### src/rtl/ulpi_reg_engine.sv
// ULPI link-side register access engine: PHY reset sequencing, queued register
// reads/writes with abort-retry and timeout, and RX CMD capture while idle.
module ulpi_reg_engine #(
  parameter int unsigned RST_CYCLES     = 60,
  parameter int unsigned TIMEOUT_CYCLES = 255,
  parameter int unsigned RETRY_MAX      = 3,
  parameter int unsigned CNT_W          = 16
) (
  input  logic       CLKOUT,
  input  logic       reset,
  output logic       phy_rst,
  input  logic       DIR,
  input  logic       NXT,
  output logic       STP,
  input  logic [7:0] data_i,
  output logic [7:0] data_o,
  output logic       data_oe,
  input  logic       cmd_valid,
  output logic       cmd_ready,
  input  logic       cmd_write,
  input  logic [5:0] cmd_addr,
  input  logic [7:0] cmd_wdata,
  output logic       rsp_valid,
  output logic [7:0] rsp_rdata,
  output logic       rsp_err,
  output logic       rxcmd_valid,
  output logic [7:0] rxcmd_data,
  output logic       busy
);

  localparam int unsigned       RTY_W    = $clog2(RETRY_MAX + 2);
  localparam logic [CNT_W-1:0]  RST_LAST = CNT_W'(RST_CYCLES - 1);
  localparam logic [CNT_W-1:0]  TMO_LAST = CNT_W'(TIMEOUT_CYCLES - 1);
  localparam logic [RTY_W-1:0]  RTY_LIM  = RTY_W'(RETRY_MAX);

  typedef enum logic [3:0] {
    ST_RST_ASSERT = 4'd0,
    ST_RST_WAIT   = 4'd1,
    ST_IDLE       = 4'd2,
    ST_W_CMD      = 4'd3,
    ST_W_DATA     = 4'd4,
    ST_W_STP      = 4'd5,
    ST_R_CMD      = 4'd6,
    ST_R_TURN     = 4'd7,
    ST_R_DATA     = 4'd8,
    ST_R_END      = 4'd9,
    ST_RX         = 4'd10
  } state_e;

  // Byte the link places on the bus in a given state; everything else is ULPI idle.
  function automatic logic [7:0] tx_byte(input state_e st, input logic [5:0] addr,
                                         input logic [7:0] wdata);
    logic [7:0] b;
    case (st)
      ST_W_CMD:  b = {2'b10, addr};
      ST_W_DATA: b = wdata;
      ST_R_CMD:  b = {2'b11, addr};
      default:   b = 8'h00;
    endcase
    return b;
  endfunction

  state_e            state_q, state_d;
  logic [CNT_W-1:0]  cnt_q, cnt_d;
  logic [RTY_W-1:0]  retry_q, retry_d;
  logic              dir_q;
  logic              pend_q, pend_d;
  logic              write_q, write_d;
  logic [5:0]        addr_q, addr_d;
  logic [7:0]        wdata_q, wdata_d;
  logic [7:0]        rdata_q, rdata_d;
  logic              phy_rst_q, phy_rst_d;
  logic              stp_q, stp_d;
  logic [7:0]        data_o_q, data_o_d;
  logic              rsp_valid_q, rsp_valid_d;
  logic              rsp_err_q, rsp_err_d;
  logic [7:0]        rsp_rdata_q, rsp_rdata_d;
  logic              rxcmd_valid_q, rxcmd_valid_d;
  logic [7:0]        rxcmd_data_q, rxcmd_data_d;
  logic              busy_q, busy_d;
  logic              link_idle_s, tmo_s, hs_s, abort_s, timeout_s;

  // The link may drive only when the PHY has released the bus for a full turnaround cycle.
  assign link_idle_s = ~DIR & ~dir_q;
  assign tmo_s       = (cnt_q == TMO_LAST);
  assign cmd_ready   = (state_q == ST_IDLE) & link_idle_s;
  assign hs_s        = cmd_valid & cmd_ready;

  assign data_oe     = link_idle_s;
  assign phy_rst     = phy_rst_q;
  assign STP         = stp_q;
  assign data_o      = data_o_q;
  assign rsp_valid   = rsp_valid_q;
  assign rsp_err     = rsp_err_q;
  assign rsp_rdata   = rsp_rdata_q;
  assign rxcmd_valid = rxcmd_valid_q;
  assign rxcmd_data  = rxcmd_data_q;
  assign busy        = busy_q;

  // Next-state, datapath and registered-output computation.
  always_comb begin
    state_d       = state_q;
    retry_d       = retry_q;
    pend_d        = pend_q;
    write_d       = write_q;
    addr_d        = addr_q;
    wdata_d       = wdata_q;
    rdata_d       = rdata_q;
    phy_rst_d     = phy_rst_q;
    rsp_valid_d   = 1'b0;
    rsp_err_d     = 1'b0;
    rsp_rdata_d   = rsp_rdata_q;
    rxcmd_valid_d = 1'b0;
    rxcmd_data_d  = rxcmd_data_q;
    abort_s       = 1'b0;
    timeout_s     = 1'b0;

    case (state_q)
      ST_RST_ASSERT: begin
        if (cnt_q == RST_LAST) begin
          phy_rst_d = 1'b0;
          state_d   = ST_RST_WAIT;
        end else begin
          phy_rst_d = 1'b1;
        end
      end
      ST_RST_WAIT: begin
        if (!DIR) state_d = ST_IDLE;
        else      state_d = ST_RST_WAIT;
      end
      ST_IDLE: begin
        if (DIR) begin
          state_d = ST_RX;
        end else if (hs_s) begin
          write_d = cmd_write;
          addr_d  = cmd_addr;
          wdata_d = cmd_wdata;
          retry_d = '0;
          pend_d  = 1'b0;
          state_d = cmd_write ? ST_W_CMD : ST_R_CMD;
        end else begin
          state_d = ST_IDLE;
        end
      end
      ST_W_CMD, ST_W_DATA, ST_R_CMD: begin
        // DIR wins over a simultaneous NXT: the PHY has taken the bus.
        if (DIR) begin
          abort_s = 1'b1;
        end else if (NXT) begin
          case (state_q)
            ST_W_CMD:  state_d = ST_W_DATA;
            ST_W_DATA: state_d = ST_W_STP;
            default:   state_d = ST_R_TURN;
          endcase
        end else if (tmo_s) begin
          timeout_s = 1'b1;
        end else begin
          state_d = state_q;
        end
      end
      ST_W_STP: begin
        rsp_valid_d = 1'b1;
        rsp_rdata_d = 8'h00;
        state_d     = ST_IDLE;
      end
      ST_R_TURN: begin
        if (DIR)        state_d   = ST_R_DATA;
        else if (tmo_s) timeout_s = 1'b1;
        else            state_d   = ST_R_TURN;
      end
      ST_R_DATA: begin
        rdata_d = data_i;
        state_d = ST_R_END;
      end
      ST_R_END: begin
        if (!DIR) begin
          rsp_valid_d = 1'b1;
          rsp_rdata_d = rdata_q;
          state_d     = ST_IDLE;
        end else if (tmo_s) begin
          timeout_s = 1'b1;
        end else begin
          state_d = ST_R_END;
        end
      end
      ST_RX: begin
        if (!DIR) begin
          if (pend_q) begin
            pend_d  = 1'b0;
            state_d = write_q ? ST_W_CMD : ST_R_CMD;
          end else begin
            state_d = ST_IDLE;
          end
        end else if (!NXT) begin
          rxcmd_valid_d = 1'b1;
          rxcmd_data_d  = data_i;
        end else begin
          rxcmd_valid_d = 1'b0;
        end
      end
      default: begin
        state_d = ST_RST_ASSERT;
      end
    endcase

    case ({abort_s, timeout_s})
      2'b10: begin
        state_d = ST_RX;
        if (retry_q >= RTY_LIM) begin
          rsp_valid_d = 1'b1;
          rsp_err_d   = 1'b1;
          rsp_rdata_d = 8'h00;
          pend_d      = 1'b0;
        end else begin
          retry_d = retry_q + 1'b1;
          pend_d  = 1'b1;
        end
      end
      2'b01: begin
        rsp_valid_d = 1'b1;
        rsp_err_d   = 1'b1;
        rsp_rdata_d = 8'h00;
        state_d     = DIR ? ST_RX : ST_IDLE;
      end
      default: ;
    endcase

    cnt_d    = (state_d != state_q) ? '0 : cnt_q + 1'b1;
    data_o_d = tx_byte(state_d, addr_d, wdata_d);
    stp_d    = (state_d == ST_W_STP);
    busy_d   = (state_d != ST_IDLE);
  end

  // State and output registers; reset forces a full PHY reset sequence.
  always_ff @(posedge CLKOUT or negedge reset) begin
    if (!reset) begin
      state_q       <= ST_RST_ASSERT;
      cnt_q         <= '0;
      retry_q       <= '0;
      dir_q         <= 1'b1;
      pend_q        <= 1'b0;
      write_q       <= 1'b0;
      addr_q        <= 6'h00;
      wdata_q       <= 8'h00;
      rdata_q       <= 8'h00;
      phy_rst_q     <= 1'b1;
      stp_q         <= 1'b0;
      data_o_q      <= 8'h00;
      rsp_valid_q   <= 1'b0;
      rsp_err_q     <= 1'b0;
      rsp_rdata_q   <= 8'h00;
      rxcmd_valid_q <= 1'b0;
      rxcmd_data_q  <= 8'h00;
      busy_q        <= 1'b1;
    end else begin
      state_q       <= state_d;
      cnt_q         <= cnt_d;
      retry_q       <= retry_d;
      dir_q         <= DIR;
      pend_q        <= pend_d;
      write_q       <= write_d;
      addr_q        <= addr_d;
      wdata_q       <= wdata_d;
      rdata_q       <= rdata_d;
      phy_rst_q     <= phy_rst_d;
      stp_q         <= stp_d;
      data_o_q      <= data_o_d;
      rsp_valid_q   <= rsp_valid_d;
      rsp_err_q     <= rsp_err_d;
      rsp_rdata_q   <= rsp_rdata_d;
      rxcmd_valid_q <= rxcmd_valid_d;
      rxcmd_data_q  <= rxcmd_data_d;
      busy_q        <= busy_d;
    end
  end

endmodule
### config.mk
export PLATFORM = sky130hd
export DESIGN_NAME = ulpi_reg_engine
export DESIGN_NICKNAME = d
export VERILOG_FILES = /design/src/rtl/ulpi_reg_engine.sv
export SDC_FILE = /design/constraint.sdc
export NUM_CORES = 1
export LEC_CHECK = 0
export ABC_AREA = 1
export BUFFER_PORTS_ARGS = -buffer_cell sky130_fd_sc_hd__buf_2
export CORE_AREA = 2 2 82 84
export CTS_CLUSTER_SIZE = 28
export DETAILED_ROUTE_END_ITERATION = 10
export DIE_AREA = 0 0 84 86
export PLACE_DENSITY = 0.79
export SLEW_MARGIN = 20
export SYNTH_ARGS = -nofsm -noshare
export SYNTH_HDL_FRONTEND = slang
export SYNTH_SLANG_ARGS = --single-unit
### constraint.sdc
create_clock -name CLKOUT -period 7.4 [get_ports CLKOUT]
set_input_delay 0 -clock CLKOUT [delete_from_list [all_inputs] [get_ports CLKOUT]]
set_output_delay 0 -clock CLKOUT [all_outputs]
set_load 0.005 [all_outputs]
# After elaboration in Yosys (flattened, before gate mapping)
# Cells that the tools add are included.
# totals
latch_bits,0
ram_bits,0
input_bits,28
word_cells,115
romBits,0
memories,0
ff_bits,78
# classes
eq_ne,23
n_mux,59
mul,0
n_shift,0
div_mod_pow,0
n_lt_le_gt_ge,1
addsub,2
n_bitwise,6
n_reduce_logical,6
# op_table
cell,n
2-to-1 mux 4 bit,10
2-to-1 mux 8 bit,5
case mux 4 bit (9 select lines),1
case mux 8 bit (2 select lines),2
== test 4 x 3 -> 1 bit (second input constant),7
2-to-1 mux 3 bit,9
case mux 8 bit (3 select lines),1
2-to-1 mux 1 bit,19
2-to-1 mux 6 bit,3
adder 16 x 1 -> 16 bit (second input constant),1
== test 16 x 6 -> 1 bit (second input constant),1
== test 16 x 8 -> 1 bit (second input constant),1
2-to-1 mux 16 bit,1
== test 4 x 2 -> 1 bit (second input constant),3
== test 4 bit (second input constant),3
case mux 1 bit (2 select lines),4
case mux 4 bit (2 select lines),1
!= test 3 x 2 -> 1 bit (second input constant),2
AND reduction 3 bit,2
== test 4 x 1 -> 1 bit (second input constant),1
zero test 4 bit,1
!= test 4 x 2 -> 1 bit (second input constant),1
!= test 4 bit,1
case mux 2 bit (2 select lines),1
12 further kinds,16

# Depth between registers and ports, before layout
# Gate-level depths: netlist of run 1.
# logic_depth
depth_word,10
depth_mapped,19
depth_no_buf,18

# Least setup slack after synthesis of run 1
# OpenSTA, ideal clock, no wires.
# synth_timing
path_kind,register to register
from,register state_q[0]
to,register cnt_q[10]
path_buffers,2
arrival_ns,2.262
setup_slack_ns,5.069
path_stages_with_launch,18
setup_ns,0.069
synth_period_minus_slack_ns,2.331
required_time_ns,7.331
path_cell_list,dfrtp_1 nand2_1 inv_1 nand2_1 nand2_2 inv_1 nor3_1 o21ai_0 inv_1 ha_1 buf_2 nand2_2 nand2_1 nand2_1 nor2_2 nand3_4 buf_6 nor2_2
# synth_between
elab_chain_len,9
# synth_lines
element,line_no,rtl
from (decl),63,"state_e state_q, state_d;"
from (signal assigned),256,state_q <= state_d;
== test 4 x 2 -> 1 bit,"86, 118",
AND 1 bit,86,assign cmd_ready = (state_q == ST_IDLE) & link_idle_s;
AND 1 bit,87,assign hs_s = cmd_valid & cmd_ready;
2-to-1 mux 3 bit,134,end else if (hs_s) begin
2-to-1 mux 4 bit,132,if (DIR) begin
case mux 4 bit (9 select lines),118,case (state_q)
case mux 4 bit (2 select lines),206,"case ({abort_s, timeout_s})"
!= test 4 bit (*),228,cnt_d = (state_d != state_q) ? '0 : cnt_q + 1'b1;
2-to-1 mux 16 bit (*),228,
named net cnt_d[10],64,"logic [CNT_W-1:0] cnt_q, cnt_d;"
to (signal assigned),257,cnt_q <= cnt_d;
to (decl),64,
# Mark *: on every way through the listed nets, which the timed path passes. The rest lies on a longest branch.
# A chain may end at the register's enable or synchronous reset.

# Worst setup path after layout of run 1
# layout_timing
from,input port DIR
to,register data_o_q[3] (netlist: data_o[3])
# layout_between
elab_chain_len,10
# layout_lines
element,line_no,rtl
from (decl),12,"input logic DIR,"
inverter 1 bit (no line),--,
AND 1 bit,84,assign link_idle_s = ~DIR & ~dir_q;
AND 1 bit,86,
AND 1 bit,87,
2-to-1 mux 3 bit,134,
2-to-1 mux 4 bit,132,
case mux 4 bit (9 select lines),118,
case mux 4 bit (2 select lines),206,
== test 4 x 3 -> 1 bit or == test 4 x 2 -> 1 bit (tied branches),54,case (st)
case mux 8 bit (3 select lines) (*),54,
named net data_o_d[3],74,"logic [7:0] data_o_q, data_o_d;"
to (signal assigned),267,data_o_q <= data_o_d;
to (decl),74,
# Marks and branches as above.

==> flow_metrics.tcl, run 1 <==
set metrics [dict create \
    final.min_clock_period_ns 3.086 \
    critPathLaunchType "input pin" \
    dieArea_um2 7224 \
    wl_per_cell_um 13.76 \
    post-route-period-util 0.4170 \
    initial_core_util 0.5924 \
    cts_hold_buf 25 \
    seq_area_frac_synth 0.5259 \
    status "complete, no violations" \
    drt-initial-drc-count 193 \
    synth.distinct_cells 33 \
    vdd_drop_max_uv 247.3 \
    slew_headroom 0.3788 \
    rows 29 \
    antenna_left 0 \
    drv_cap 0 \
    die_y_um 86 \
    finalSetupTns_ns 0 \
    tightest_slew_ns 0.9319 \
    rsz0062_at_grt "false" \
    utilization 0.7186 \
    drv_slew 0 \
    clk_path_buf_depth 2 \
    synth_ff_type "dfrtp_1" \
    synth.area.top_cells "dfrtp_1 (50%), nand2_1 (12%), nand3_1 (6.2%)" \
    place_congestion 0.9242 \
    worstPathArrival_ns 3.37 \
    vias 3182 \
    antenna_found_initial 0 \
    fmax_mhz 324.1 \
    coreArea_um2 6277 \
    drive_above_1_share 0.2049 \
    netlist_area_um2 3719 \
    setup_viol 0 \
    fin_area_um2 4511 \
    synth_cells 442 \
    post_cts_buffers 0 \
    required_ns 7.68 \
    drcViolationCount 0 \
    synthArstFlopShare 1.000 \
    synth_seq_cells 78 \
    powerDensity_nw_per_um2 322.2 \
    post_cts_resized 0 \
    synth.largest_area_cell "dfrtp_1" \
    synth_edf_count 0 \
    ctsHtreeMaxLevel 3 \
    cts-root-buf "clkbuf_8" \
    pre_cts_slack_ns 4.462 \
    yosysTopAreaCellShare 0.5047 \
    yosys_warnings 0 \
    skew_ns 0.009045 \
    grt_pass1_wl_um 14130 \
    viasPerCell 5.225 \
    p_leak_nw 2.342 \
    cts_tree "done" \
    hold_viol 0 \
    path_clk_slew_ns 0.08 \
    syn-num-nets 476 \
    antenna_cells 0 \
    cp-end-kind "flip-flop" \
    dp_cells 568 \
    clk_latency_ns 0.34 \
    die_x_um 84 \
    cts_sinks 78 \
    track_usage 0.2467 \
    crit_type "in2reg" \
    syn2layout_area_growth_pct 21.30 \
    grt-ovfl-total 0 \
    io_buffers 59 \
    synth_area_per_cell_um2 8.413 \
    fin_cells 609 \
    ios 60 \
    placed_cell_area_um2 4061 \
    firstDrtPassIters 6 \
    dp_hpwl_um 5654 \
    p_total_mw 1.453 \
    routed_wl_um 8378 \
    grt_pass1_vias 3040 \
    worstPathMaxFanout 16 \
    holdWs_ns 0.04476 \
    final_nets 561 \
    fin_ws_ns 4.314 \
    grt_max_degree 79 \
    numCtsBuffers 9 \
    hold_path_class "in2reg" \
]
[power breakdown]
part | switching (mW) | leakage [nW] | internal (mW)
combinational | 0.337 | 1.22 | 0.170
clock | 0.153 | 0.102 | 0.164
sequential | 0.0740 | 1.02 | 0.556
total | 0.564 | 2.34 | 0.890
[registers in the layout, summed over array words and instances, names as in the netlist, 3 cells and up]
| name | flops |
|---|---|
| data_o | 8 |
| rdata_q | 8 |
| state_q | 4 |
| addr_q | 6 |
| wdata_q | 8 |
| cnt_q | 16 |
| retry_q | 3 |
| rsp_rdata | 8 |
| rxcmd_data | 8 |
[area by class of cell]
| type | count | area, um2 |
|---|---|---|
| clock buffers | 10 | 137.6 |
| clock inverters | 6 | 61.31 |
| fillers | 508 | 1767 |
| inverters | 47 | 176.4 |
| multi-input cells | 307 | 1535 |
| flip-flops and latches | 78 | 1956 |
| well taps | 77 | 96.34 |
| repair buffers | 84 | 548.0 |
[cell usage after synthesis (5+ instances only)]
master,n
nand2_1,119
dfrtp_1,75
nand3_1,46
inv_1,40
nor2_1,37
o21ai_0,29
nor2_2,16
nand4_1,12
a21oi_1,9
xor2_1,7
ha_1,6
buf_2,5
inv_2,5
nor3_1,5
[logic make-up (layout without fill, tap and decap cells)]
logic type,count (synthesis),after routing,synth area share
flops,78,78,0.5259
compound gates,44,44,0.06359
fa+ha+maj,6,6,0.02019
buf+inv,57,147,0.06124
xor+xnor,10,10,0.02355
mux,1,1,0.002692
simple gates,246,246,0.3028
[worst max-delay path, cell delays in order]
cell and delay, ns:
dlygate4sd3_1 0.53, buf_2 0.24, inv_1 0.25, nand3_1 0.19, nand2_1 0.08, o21ai_0 0.24, inv_1 0.08, ha_1 0.53
nand3_1 0.47, nor2_1 0.51, nand3_1 0.14, nand3_1 0.11
[placed cells by master, fill, tap and decap left out, types with 2 or more instances in the layout]
cell type / Yosys / routed
a21oi_1: 9 / 9
buf_2: 5 / 58
clkbuf_8: 0 / 10
clkinv_1: 2 / 2
clkinv_2: 0 / 3
dfrtp_1: 75 / 75
dfstp_2: 3 / 3
dlygate4sd3_1: 0 / 25
ha_1: 6 / 6
inv_1: 40 / 40
inv_2: 5 / 5
nand2_1: 119 / 119
nand2_2: 3 / 3
nand2_4: 2 / 2
nand3_1: 46 / 46
nand4_1: 12 / 12
nor2_1: 37 / 37
nor2_2: 16 / 16
nor3_1: 5 / 5
o211ai_1: 2 / 2
o21ai_0: 29 / 29
xnor2_1: 3 / 3
xor2_1: 7 / 7
[per-layer routing]
layer  GRT usage  vias to the layer above  part of all wire
li1            -                     1596                 -
met1      0.3393                     1471              0.47
met2      0.4036                      101              0.47
met3     0.05679                       14             0.052
met4     0.05865                        0             0.011
met5           0                        -                 0
[worst paths after layout]
check | startpoint | endpoint | slack (ns) | cells after the start
min in group asynchronous | reset | rsp_rdata[7] | 0.35 | 2
max reg2reg | state_q[0] | data_o[3] | 4.35 | 13
max | DIR | data_o[3] | 4.31 | 12
min | cmd_valid | write_q | 0.04 | 3
max in group asynchronous | reset | data_o[6] | 6.47 | 2
min reg2reg | cnt_q[0] | cnt_q[0] | 0.48 | 1
(Power assumes the default switching activity.)
==> inputs of run 2 (changes only) <==
CORE_AREA = 2 2 85 87   (was 2 2 82 84)
DIE_AREA = 0 0 87 89   (was 0 0 84 86)
PLACE_DENSITY = 0.74   (was 0.79)
clock period = 3.2 ns   (was 7.4 ns; I/O delays follow)
==> run 2 against run 1 <==
Via count decreased by 0.44%. First-iteration DRC count increased by 47%. Worst hold slack got worse by 0.0064 ns. Global-route usage decreased by 1.1 points. Worst setup slack got worse by 3.9 ns. Sequential cell count unchanged. Total power increased by 130%. Final area increased by 0.25%. Register-to-register slack got worse by 3.9 ns. Routed wire length decreased by 0.84%. Non-clock buffer count increased by 3. Utilization decreased by 4.6 points.
==> flow_metrics.tcl, run 2 (synthesis gave the netlist of run 1 again) <==
set metrics [dict create \
    antenna_cells 0 \
    worstPathMaxFanout 12 \
    internal-power_mw 2.051 \
    required_ns 3.48 \
    netSwitchingFraction 0.3844 \
    post_cts_buffers 0 \
    setup_viol 0 \
    r2r-end "data_o[1]" \
    timing.rr.start "state_q[0]" \
    finalSetupTns_ns 0 \
    grt-ovfl-total 0 \
    dp_hpwl_um 5721 \
    layout_commonest_cell "nand2_1" \
    hold_depth 3 \
    status "complete, no violations" \
    cts_tree "done" \
    dieArea_um2 7743 \
    pre_cts_slack_ns 0.3423 \
    fin_ws_ns 0.4182 \
    firstDrtPassIters 5 \
    crit_type "reg2reg" \
    drv_slew 0 \
    syn2layout_area_growth_pct 21.60 \
    tightest_slew_ns 0.9602 \
    final_cell_mix "nand2_1 (119), dfrtp_1 (75), buf_2 (58)" \
    critPathLaunch "state_q[0]" \
    initial_core_util 0.5534 \
    drive_above_1_share 0.2075 \
    track_usage 0.2354 \
    slew_headroom 0.3599 \
    utilization 0.6730 \
    ctsHtreeMaxLevel 3 \
    place_congestion 0.8939 \
    vias 3168 \
    grt_pass1_vias 3030 \
    cts-root-buf "clkbuf_8" \
    hold_path_class "in2reg" \
    hold_viol 0 \
    final_nets 564 \
    io_buffers 59 \
    cts_sinks 78 \
    coreArea_um2 6719 \
    skew_ns 0.01158 \
    die_y_um 89 \
    grt_max_degree 79 \
    p_sw_mw 1.281 \
    rsz0062_at_grt "false" \
    rrSetupSlack_ns 0.42 \
    antenna_left 0 \
    grt_pass1_wl_um 14100 \
    path_clk_slew_ns 0.08 \
    clk_path_buf_depth 2 \
    drcViolationCount 0 \
    critPathLaunchType "flip-flop" \
    post-route-period-util 0.8693 \
    worstPathArrival_ns 3.06 \
    clk_latency_ns 0.34 \
    endpoint "data_o[1]" \
    powerDensity_nw_per_um2 737.0 \
    rows 30 \
    vdd_drop_max_uv 468.7 \
    viasPerCell 5.151 \
    antenna_found_initial 0 \
    wl_per_cell_um 13.51 \
    top_register "cnt_q" \
    largest_reg_flops 16 \
    clock_power_share 0.209 \
    p_leak_nw 2.349 \
    ios 60 \
    die_x_um 87 \
    fmax_mhz 359.5 \
    routed_wl_um 8308 \
    drt-initial-drc-count 283 \
    numCtsBuffers 9 \
    drv_cap 0 \
    cp-end-kind "flip-flop" \
    sequentialPowerShare 0.435 \
    final.min_clock_period_ns 2.782 \
    combPwrFrac 0.356 \
    reg2reg_depth 17 \
]
[run 2: worst max-delay path, cell delays in order, from the launching register on]
cell and delay (ns):
dfrtp_1 0.47, nand2_1 0.10, inv_1 0.06, nand2_1 0.12, nand2_2 0.09, inv_1 0.08, nor3_1 0.04, o21ai_0 0.24
inv_1 0.08, ha_2 0.47, inv_1 0.09, nand2_1 0.09, nand2_1 0.10, inv_1 0.09, nand2_1 0.07, nor2_1 0.33
nand2_1 0.10, nand3_1 0.10
[run 2: area by class of cell]
class | count | area [um2]
Tap cell | 80 | 100.1
Timing Repair Buffer | 87 | 570.5
Multi-Input combinational cell | 307 | 1538
Clock inverter | 5 | 50.05
Sequential cell | 78 | 1956
Inverter | 47 | 176.4
Fill cell | 548 | 2197
Clock buffer | 11 | 131.4
[run 2: routing by layer]
layer	vias up	track usage	share of wire
met5	-	0	0
met4	0	0.09375	0.014
met3	10	0.04617	0.042
met2	83	0.3567	0.46
met1	1477	0.3353	0.48
li1	1598	-	-
[run 2: timing repair]
action | 4_1_cts | 5_1_grt
gates resized for setup | 0 | 1
endpoints found under the hold margin | 107 | 0
endpoints found under the setup margin | 0 | 1
hold buffers | 25 | 0
[run 2: power by group through the flow]
stage          clock (mW)  sequential, mW  combinational [mW]
2_1_floorplan           0            1.44               0.823
3_3_place_gp            0            1.45                1.13
3_5_place_dp            0            1.46                1.16
4_1_cts             0.714            1.45                1.18
5_1_grt             0.766            1.49                1.35
6_report            0.696            1.45                1.19
[run 2: worst min path at each step]
stage / from / to
final: cmd_valid / write_q
after global routing: cmd_valid / write_q
after CTS: cmd_valid / write_q
after detailed placement: reset / rsp_rdata[0]
after global placement: reset / rsp_rdata[0]
after floorplan: reset / STP
[run 2: per-stage QoR]
step | cells | area (um2) | hold WS [ns] | total power, mW
after floorplan | 442 | 3719 | -0.2956 | 2.267
after global placement | 574 | 4088 | 0.2058 | 2.589
after detailed placement | 574 | 4088 | 0.2139 | 2.618
after CTS | 615 | 4519 | 0.01561 | 3.344
after global routing | 615 | 4522 | 0.04183 | 3.599
final | 615 | 4522 | 0.03837 | 3.333
==> inputs of run 3 (changes only) <==
==> constraint.sdc (replaced) <==
create_clock -name CLKOUT -period 2.6 [get_ports CLKOUT]
set_input_delay 0 -clock CLKOUT [delete_from_list [all_inputs] [get_ports CLKOUT]]
set_output_delay 0 -clock CLKOUT [all_outputs]
set_load 0.1 [all_outputs]
==> run 3 against run 2 <==
Utilization increased by 3.3 points. Routed wire length increased by 8.9%. Fmax increased by 17%. Total power increased by 64%. Clock power increased by 39%. Non-clock buffer count increased by 16. Combinational power increased by 130%. Clock skew increased by 0.00084 ns. Critical path depth unchanged. Die area unchanged. Worst setup slack got worse by 0.19 ns. Sequential share of layout area decreased by 2.0 points. Critical endpoint is now cnt_q[2]. Largest cell class unchanged. Largest power group is now combinational cells.
==> flow_metrics.tcl, run 3 (synthesis gave the netlist of run 1 again) <==
set metrics [dict create \
    final_cell_mix "nand2_1 (115), dfrtp_1 (72), buf_2 (58)" \
    vdd_drop_max_uv 745.9 \
    drive_above_1_share 0.2518 \
    rsz0062_at_grt "false" \
    grt_util_met2 0.4094 \
    grt_pass1_vias 3293 \
    hold_path_class "in2reg" \
    tightest_slew_ns 0.9499 \
    top_register "cnt_q" \
    drt-initial-drc-count 282 \
    status "complete, no violations" \
    antenna_cells 0 \
    dieArea_um2 7743 \
    numCtsBuffers 9 \
    vias 3338 \
    finalSetupTns_ns 0 \
    crit_type "reg2reg" \
    coreArea_um2 6719 \
    cts_tree "done" \
    cp-end-kind "flip-flop" \
    largest_reg_flops 16 \
    grt_max_degree 79 \
    fmax_mhz 422.2 \
    ios 60 \
    critPathLaunchType "flip-flop" \
    layout_commonest_cell "nand2_1" \
    skew_ns 0.01242 \
    clk_path_buf_depth 2 \
    clk_latency_ns 0.35 \
    path_clk_slew_ns 0.07 \
    die_y_um 89 \
    hold_viol 0 \
    drv_slew 0 \
    worstPathArrival_ns 2.65 \
    die_x_um 87 \
    wl_per_cell_um 14.32 \
    cts-root-buf "clkbuf_8" \
    cp_common_cell "nand2_2" \
    firstDrtPassIters 5 \
    required_ns 2.88 \
    globalRoute.busiestLayer "met2" \
    antenna_left 0 \
    path_cells "nand2_1 > inv_1 > nand2_2 > nand2_2 > inv_2 > nor3_1 > o21ai_1 > inv_1 > ha_4 > inv_1 > nand2_2 > nand2_2 > nand2_1 > nand2_1 > nor2_4 > nand3_4 > nor2_1" \
    ctsHtreeMaxLevel 3 \
    antenna_found_initial 0 \
    met3_usage 0.05263 \
    dp_hpwl_um 5945 \
    final.min_clock_period_ns 2.369 \
    drv_cap 0 \
    p_leak_nw 2.434 \
    post-route-period-util 0.9110 \
    fin_ws_ns 0.2314 \
    grt-ovfl-total 0 \
    crit_slowest_cell "dfrtp_2" \
    cts_sinks 78 \
    slew_headroom 0.3667 \
    rows 30 \
    pre_cts_slack_ns -0.06366 \
    final_nets 581 \
    place_congestion 0.9322 \
    worstPathMaxFanout 8 \
    io_buffers 59 \
    syn2layout_area_growth_pct 27.59 \
    track_usage 0.2553 \
    viasPerCell 5.282 \
    grt_pass1_wl_um 15200 \
    powerDensity_nw_per_um2 1153 \
    slowest_delay_ns 0.45 \
    use_met1 0.3359 \
    initial_core_util 0.5534 \
    drcViolationCount 0 \
    routed_wl_um 9051 \
    setup_viol 0 \
]
-- run 3: changes by cell type in the layout (fill, tap and decap cells not counted), sizes merged --
cell / previous run / this run
bufinv: 1 / 2
clkinvlp: 0 / 1
nand3: 48 / 49
clkinv: 6 / 3
clkbuf: 11 / 12
buf: 62 / 78
-- run 3: path summary, 6_finish.rpt --
check                                start           end  slack [ns]  cells after the start
worst min-delay path             cmd_valid       write_q        0.05                      3
min in group asynchronous            reset  rsp_rdata[3]        0.33                      2
worst max register to register  state_q[0]      cnt_q[2]        0.23                     17
max in group asynchronous            reset    state_q[2]        1.58                      2
worst min register to register  wdata_q[5]    wdata_q[5]        0.49                      2
worst max-delay path            state_q[0]      cnt_q[2]        0.23                     17
-- run 3: per-layer routing --
metal  vias to the layer above  share of wire
met4                         0          0.018
met3                        17          0.053
met2                       112           0.49
met1                      1567           0.44
li1                       1642              -
met5                         -              0
-- run 3: power breakdown --
group	total [mW]	internal, mW	switching, mW
sequential	1.79	1.58	0.208
combinational	2.71	0.625	2.09
clock	0.966	0.540	0.426
total	5.47	2.75	2.72
-- run 3: critical path: cells and delay by family (launching register included) --
kind | cells | cell delay, ns
compound gates | 1 | 0.18
fa+ha+maj | 1 | 0.32
buf+inv | 4 | 0.29
flops | 1 | 0.45
simple gates | 11 | 1.07
-- run 3: metrics by stage --
| step | cell area (um2) | util | hold slack (ns) | cells | total power [mW] |
|---|---|---|---|---|---|
| 6_report | 4745 | 0.7061 | 0.05496 | 632 | 5.473 |
| 5_1_grt | 4745 | 0.7061 | 0.04824 | 632 | 5.806 |
| 4_1_cts | 4688 | 0.6978 | 0.04211 | 630 | 5.412 |
| 3_5_place_dp | 4205 | 0.6259 | 0.2159 | 588 | 4.319 |
| 3_3_place_gp | 4205 | 0.6259 | 0.2010 | 588 | 4.283 |
| 2_1_floorplan | 3731 | - | -0.2956 | 442 | 3.765 |
-- run 3: cell type report --
| type | instances | area, um2 |
|---|---|---|
| clock inverters | 4 | 72.57 |
| well taps | 80 | 100.1 |
| clock buffers | 12 | 135.1 |
| fillers | 541 | 1974 |
| inverters | 47 | 176.4 |
| flip-flops and latches | 78 | 1959 |
| repair buffers | 103 | 690.7 |
| multi-input cells | 308 | 1610 |
-- run 3: what timing repair did --
action                                  CTS  global route
cloned                                    1             0
pin swaps                                 1             4
hold buffers                             25             0
buffers inserted                          0             2
hold endpoints to repair                109             0
endpoints found under the setup margin   16            25
gates resized for setup                   3            15
